$ cat src/rtl/sm83_alu_seq.sv
// sm83_alu_seq: two-pass nibble sequencer for the SM83 8-bit ALU.
// Each 8-bit op runs as a LO pass (bits 3:0) and then a HI pass (bits 7:4), with the carry
// chained between the passes. The result and the raw flag strobes are registered on the edge
// that leaves HI, and done pulses for that one cycle.
// Ports:
//   clk, reset_n              clock, asynchronous active-low reset
//   start                     accept op/a/b/c_in/n_in/h_in when idle
//   op[4:0]                   operation select; codes 17..31 act as NOP
//   a, b                      operands
//   c_in, n_in, h_in          current C/N/H flags
//   busy                      high in the LO and HI states
//   done                      one-cycle pulse; the outputs below are valid
//   result                    op result
//   zero_out, half_carry_out, carry_out, sign_out, shift_out, daa_carry_out   raw flag strobes
module sm83_alu_seq #(
  parameter int unsigned WORD_SIZE = 8  // must be 8: the datapath is two nibble passes
) (
  input  logic                 clk,
  input  logic                 reset_n,
  input  logic                 start,
  input  logic [4:0]           op,
  input  logic [WORD_SIZE-1:0] a,
  input  logic [WORD_SIZE-1:0] b,
  input  logic                 c_in,
  input  logic                 n_in,
  input  logic                 h_in,
  output logic                 busy,
  output logic                 done,
  output logic [WORD_SIZE-1:0] result,
  output logic                 zero_out,
  output logic                 half_carry_out,
  output logic                 carry_out,
  output logic                 sign_out,
  output logic                 shift_out,
  output logic                 daa_carry_out
);

  localparam logic [4:0] OpAdd = 5'd0,  OpAdc = 5'd1,  OpSub = 5'd2,  OpSbc = 5'd3;
  localparam logic [4:0] OpAnd = 5'd4,  OpXor = 5'd5,  OpOr  = 5'd6,  OpCp  = 5'd7;
  localparam logic [4:0] OpRlc = 5'd8,  OpRrc = 5'd9,  OpRl  = 5'd10, OpRr  = 5'd11;
  localparam logic [4:0] OpSla = 5'd12, OpSra = 5'd13, OpSrl = 5'd14, OpSwap = 5'd15;
  localparam logic [4:0] OpDaa = 5'd16;

  typedef enum logic [1:0] {StIdle, StLo, StHi} state_t;

  state_t     state;
  logic [4:0] op_q;
  logic [7:0] a_q, b_q;
  logic       c_q, n_q;
  logic       lo_adj_q, hi_adj_q;
  logic [3:0] lo_res_q;
  logic       mid_carry_q;   // raw adder carry out of the LO pass
  logic       lo_zero_q;

  // Per-pass datapath, shared by both passes.
  logic       pass_hi, is_sub, is_arith, is_left, is_right, is_nop;
  logic [3:0] na, nb, adder_b, nib_res, zero_nib, daa_k;
  logic       cin_lo, cin, fill_left, fill_right, carry_raw;
  logic [4:0] sum5;

  always_comb begin
    pass_hi  = (state == StHi);
    na       = pass_hi ? a_q[7:4] : a_q[3:0];
    nb       = pass_hi ? b_q[7:4] : b_q[3:0];
    is_sub   = (op_q == OpSub) || (op_q == OpSbc) || (op_q == OpCp);
    is_arith = (op_q <= OpSbc) || (op_q == OpCp);
    is_left  = (op_q == OpRlc) || (op_q == OpRl) || (op_q == OpSla);
    is_right = (op_q == OpRrc) || (op_q == OpRr) || (op_q == OpSra) || (op_q == OpSrl);
    is_nop   = (op_q > OpDaa);

    // DAA adds or subtracts 6 per nibble; subtraction is a + ~k + 1 through the carry chain.
    daa_k = (pass_hi ? hi_adj_q : lo_adj_q) ? 4'd6 : 4'd0;

    cin_lo  = 1'b0;
    adder_b = nb;
    unique case (op_q)
      OpAdc:       cin_lo = c_q;
      OpSub, OpCp: begin cin_lo = 1'b1; adder_b = ~nb; end
      OpSbc:       begin cin_lo = ~c_q; adder_b = ~nb; end
      OpDaa:       begin cin_lo = n_q;  adder_b = n_q ? ~daa_k : daa_k; end
      default:     ;
    endcase
    cin       = pass_hi ? mid_carry_q : cin_lo;
    sum5      = {1'b0, na} + {1'b0, adder_b} + {4'b0000, cin};
    carry_raw = sum5[4];

    fill_left  = (op_q == OpRlc) ? a_q[7] : (op_q == OpRl) ? c_q : 1'b0;
    fill_right = (op_q == OpRrc) ? a_q[0] : (op_q == OpRr) ? c_q :
                 (op_q == OpSra) ? a_q[7] : 1'b0;

    if (is_arith && op_q != OpCp || op_q == OpDaa) begin
      nib_res = sum5[3:0];
    end else if (op_q == OpAnd) begin
      nib_res = na & nb;
    end else if (op_q == OpXor) begin
      nib_res = na ^ nb;
    end else if (op_q == OpOr) begin
      nib_res = na | nb;
    end else if (is_left) begin
      nib_res = pass_hi ? {a_q[6:4], a_q[3]} : {a_q[2:0], fill_left};
    end else if (is_right) begin
      nib_res = pass_hi ? {fill_right, a_q[7:5]} : {a_q[4], a_q[3:1]};
    end else if (op_q == OpSwap) begin
      nib_res = pass_hi ? a_q[3:0] : a_q[7:4];
    end else begin
      nib_res = na;  // CP and NOP pass a through
    end

    // CP reports zero on the difference, not on the passed-through operand.
    zero_nib = (op_q == OpCp) ? sum5[3:0] : nib_res;
  end

  assign busy = (state == StLo) || (state == StHi);

  always_ff @(posedge clk or negedge reset_n) begin
    if (!reset_n) begin
      state          <= StIdle;
      op_q           <= 5'd0;
      a_q            <= 8'h00;
      b_q            <= 8'h00;
      c_q            <= 1'b0;
      n_q            <= 1'b0;
      lo_adj_q       <= 1'b0;
      hi_adj_q       <= 1'b0;
      lo_res_q       <= 4'h0;
      mid_carry_q    <= 1'b0;
      lo_zero_q      <= 1'b0;
      done           <= 1'b0;
      result         <= 8'h00;
      zero_out       <= 1'b0;
      half_carry_out <= 1'b0;
      carry_out      <= 1'b0;
      sign_out       <= 1'b0;
      shift_out      <= 1'b0;
      daa_carry_out  <= 1'b0;
    end else begin
      done <= 1'b0;
      unique case (state)
        StIdle: begin
          if (start) begin
            state    <= StLo;
            op_q     <= op;
            a_q      <= a;
            b_q      <= b;
            c_q      <= c_in;
            n_q      <= n_in;
            lo_adj_q <= h_in | (~n_in & (a[3:0] > 4'd9));
            hi_adj_q <= c_in | (~n_in & (a > 8'h99));
          end
        end
        StLo: begin
          state       <= StHi;
          lo_res_q    <= nib_res;
          mid_carry_q <= carry_raw;
          lo_zero_q   <= (zero_nib == 4'h0);
        end
        StHi: begin
          state          <= StIdle;
          done           <= 1'b1;
          result         <= (op_q == OpCp) ? a_q : {nib_res, lo_res_q};
          zero_out       <= ~is_nop & lo_zero_q & (zero_nib == 4'h0);
          // Sub ops turn carries into borrows.
          half_carry_out <= is_arith ? (mid_carry_q ^ is_sub) : (op_q == OpAnd);
          carry_out      <= is_arith & (carry_raw ^ is_sub);
          sign_out       <= is_sub;
          shift_out      <= (is_left & a_q[7]) | (is_right & a_q[0]);
          daa_carry_out  <= (op_q == OpDaa) & hi_adj_q;
        end
        default: state <= StIdle;
      endcase
    end
  end

endmodule

$ cat config.mk
export PLATFORM = sky130hd
export DESIGN_NAME = sm83_alu_seq
export DESIGN_NICKNAME = d
export VERILOG_FILES = /design/src/rtl/sm83_alu_seq.sv
export SDC_FILE = /design/constraint.sdc
export NUM_CORES = 1
export LEC_CHECK = 0
export ABC_AREA = 1
export BUFFER_PORTS_ARGS = -buffer_cell sky130_fd_sc_hd__buf_2
export CAP_MARGIN = 0
export CORE_MARGIN = 2
export CORE_UTILIZATION = 55
export DETAILED_ROUTE_END_ITERATION = 10
export PLACE_DENSITY_LB_ADDON = 0.05
export REMOVE_ABC_BUFFERS = 1
export SKIP_CTS_REPAIR_TIMING = 1
export SYNTH_ARGS = -nofsm -noshare
export SYNTH_HDL_FRONTEND = slang
export SYNTH_SLANG_ARGS = --single-unit
$ cat constraint.sdc
create_clock -name clk -period 7.7 [get_ports clk]
set_input_delay 0.385 -clock clk [delete_from_list [all_inputs] [get_ports clk]]
set_output_delay 0.385 -clock clk [all_outputs]
set_load 0.02 [all_outputs]
==> metrics.cfg <==
[outcome]
status = finished clean

[global_routing]
grt-ovfl-total = 0
grt_max_degree = 49
track_usage = 0.263
grt_pass1_wl_microns = 12900
antenna_found_initial = 0
first_global_vias = 2730

[floorplanning]
die_h_microns = 79.5
die_x_microns = 79.5
core.rowCount = 27
core_sq_um = 5510
dieArea_sq_um = 6320
start_util = 0.569
io_pins = 43

[drt]
wl_microns = 7520
viasPerCell = 5.16
drt_iter0_markers = 196
drcViolationCount = 0
first_pass_iters = 4
wl_per_cell_microns = 13.6
ant_nets = 0
num_vias = 2857

[final_layout]
layout-drive-gt1-share = 0.156
n_antenna_cell = 0
fin_nets = 527
syn_to_final_growth_pct = 11.1

[sta]
fmax_ghz = 0.262
holdWs_ns = 0.243
timing.final.crit_period_ns = 3.81
rsz0062_at_grt = false
setup_viol = 0
drv_slew = 0
period_share = 0.495
tightest_slew_ns = 1.08
final.setup_skew_ns = 0.00542
hold_viol = 0
fin_tns_setup_ns = 0
slew_headroom = 0.281

[power]
vdd_ir_drop_max_uv = 279
p_per_area_nw_per_um2 = 483
total_power_mw = 1.68
leakage_nw = 1.89

[logic_synthesis]
synthFlopType = dfrtp_1
avgSynthCellArea_sq_um = 7.09
synth_cell_types = 33
async_flop_share = 1.00
synth_edf_count = 0
ys_ff_latch = 48
ys_warn_count = 0
syn_area_sq_um = 3130
syn-instance-count = 442
yosysSeqAreaShare = 0.383

[clock_network]
cts_buffers = 5
clk_latency_ns = 0.31
htreeDepth = 2
cts_tree = done
clkTransAtPathRegs_ns = 0.10
clock_sinks = 48
cts_root_buffer = clkbuf_8
clk_path_buf_depth = 2

[critical_path]
cp.required_ns = 7.96
rr_worst_depth = 16
crit_slowest_cell = nor2_1
criticalPathCategory = register to register
path_cells = inv_1 > nand3_2 > nor2_1 > inv_2 > nand2_1 > a21oi_4 > o22ai_1 > a21oi_1 > fa_1 > fa_1 > xnor2_1 > o41ai_1 > nand2_1 > nor2_2 > nand3_1 > nand2_1
critPathLaunchType = register
worst_path_largest_cell_delay_ns = 0.53
critPathCaptureType = register
arrival_ns = 4.07
cp_common_cell = nand2_1
path_max_fanout = 11

[placement]
globalplace.congestion = 0.973
port_buffers = 42
dp_hpwl_microns = 5740

[min_path]
hp-class = input port to async pin

[job]
drv_cap = 0

cells in the final DEF (no fill, tap or decap), drive strengths merged:
cell type / synthesis / final
a21oi: 18 / 18
o22ai: 1 / 1
o221ai: 2 / 2
inv: 53 / 54
fa: 2 / 2
nor2: 49 / 49
o211ai: 2 / 2
nand4: 2 / 2
o21bai: 1 / 1
clkbuf: 8 / 6
buf: 4 / 44
ha: 17 / 17
nand3: 18 / 18
or2: 1 / 1
clkinv: 0 / 1
o21a: 1 / 1
xor2: 3 / 3
a31oi: 7 / 7
o21ai: 46 / 46
nand2: 157 / 157
dfrtp: 48 / 48
xnor2: 1 / 1
o41ai: 1 / 1
final timing paths:
kind / startpoint / slack [ns] / end
max: op_q[3] / 3.89 / lo_zero_q
min: reset_n / 0.24 / a_q[0]
max reg2reg: op_q[3] / 3.89 / lo_zero_q
min reg2reg: zero_out / 0.48 / zero_out
max in group asynchronous: reset_n / 6.77 / hi_adj_q
min in group clk: b[3] / 0.26 / b_q[3]
per-stage QoR:
stage	setup slack, ns	util	instance area, sq um	cells
after floorplan	4.21	-	3070	430
after global placement	4.07	0.615	3390	546
after detailed placement	3.90	0.615	3390	546
after CTS	3.89	0.633	3480	554
after global routing	3.59	0.633	3480	554
final	3.89	0.633	3480	554
sequential cells by signal, summed over array words and instances (netlist names):
name            count
lo_zero_q           1
carry_out           1
done                1
lo_adj_q            1
n_q                 1
shift_out           1
zero_out            1
result              8
op_q                5
state               2
sign_out            1
daa_carry_out       1
a_q                 8
hi_adj_q            1
mid_carry_q         1
lo_res_q            4
c_q                 1
half_carry_out      1
b_q                 8
metal layers:
metal / track usage / wire (microns) / vias up / share of wire
li1: - / - / 1476 / -
met1: 0.356 / 3460 / 1288 / 0.46
met2: 0.428 / 3540 / 76 / 0.47
met3: 0.0317 / 321 / 17 / 0.043
met4: 0.105 / 192 / 0 / 0.026
met5: 0 / 0 / - / 0
Yosys cell counts (2+ instances only):
cell type / count / area, sq um
xor2_1: 3 / 26.3
nor2_1: 41 / 154
fa_1: 2 / 40.0
a21oi_1: 17 / 85.1
o21ai_0: 44 / 220
nand2_2: 4 / 25.0
dfrtp_1: 48 / 1200
clkbuf_1: 7 / 26.3
nor2_2: 5 / 31.3
nor2_4: 3 / 33.8
o211ai_1: 2 / 15.0
buf_2: 2 / 10.0
nand3_1: 15 / 75.1
nand4_1: 2 / 12.5
nand3_2: 3 / 30.0
o221ai_1: 2 / 17.5
nand2_1: 153 / 574
a31oi_1: 7 / 43.8
ha_1: 17 / 213
inv_1: 48 / 180
inv_2: 5 / 18.8
area by class of cell:
| class | instances | area, sq um |
|---|---|---|
| repair buffers | 44 | 225 |
| multi-input cells | 329 | 1670 |
| inverters | 53 | 199 |
| clock inverters | 2 | 13.8 |
| well taps | 72 | 90.1 |
| clock buffers | 6 | 82.6 |
| fillers | 537 | 2020 |
| flip-flops and latches | 48 | 1200 |
cell families (layout without fill, tap and decap cells):
logic type      Yosys count  count (layout)  synth area share
buf+inv                  65             105            0.0834
compound gates           79              79             0.141
flops                    48              48             0.383
fa+ha+maj                19              19            0.0806
simple gates            227             227             0.301
xor+xnor                  4               4            0.0112
power by group:
part           leakage (nW)  switching [mW]  internal, mW
registers             0.590          0.0850         0.369
clock network        0.0516          0.0944        0.0737
logic                  1.25           0.708         0.353
critical path: cells and delay by family, from the launching register on:
family / cells / cell delay, ns
AOI/OAI and AO/OA: 4 / 0.63
adders and majority gates: 2 / 0.87
DFF: 1 / 0.43
and+or+nand+nor: 7 / 1.23
xor gates and xnor gates: 1 / 0.16
buffers and inverters: 2 / 0.42
Note: power is estimated with default switching activity, not from simulation.
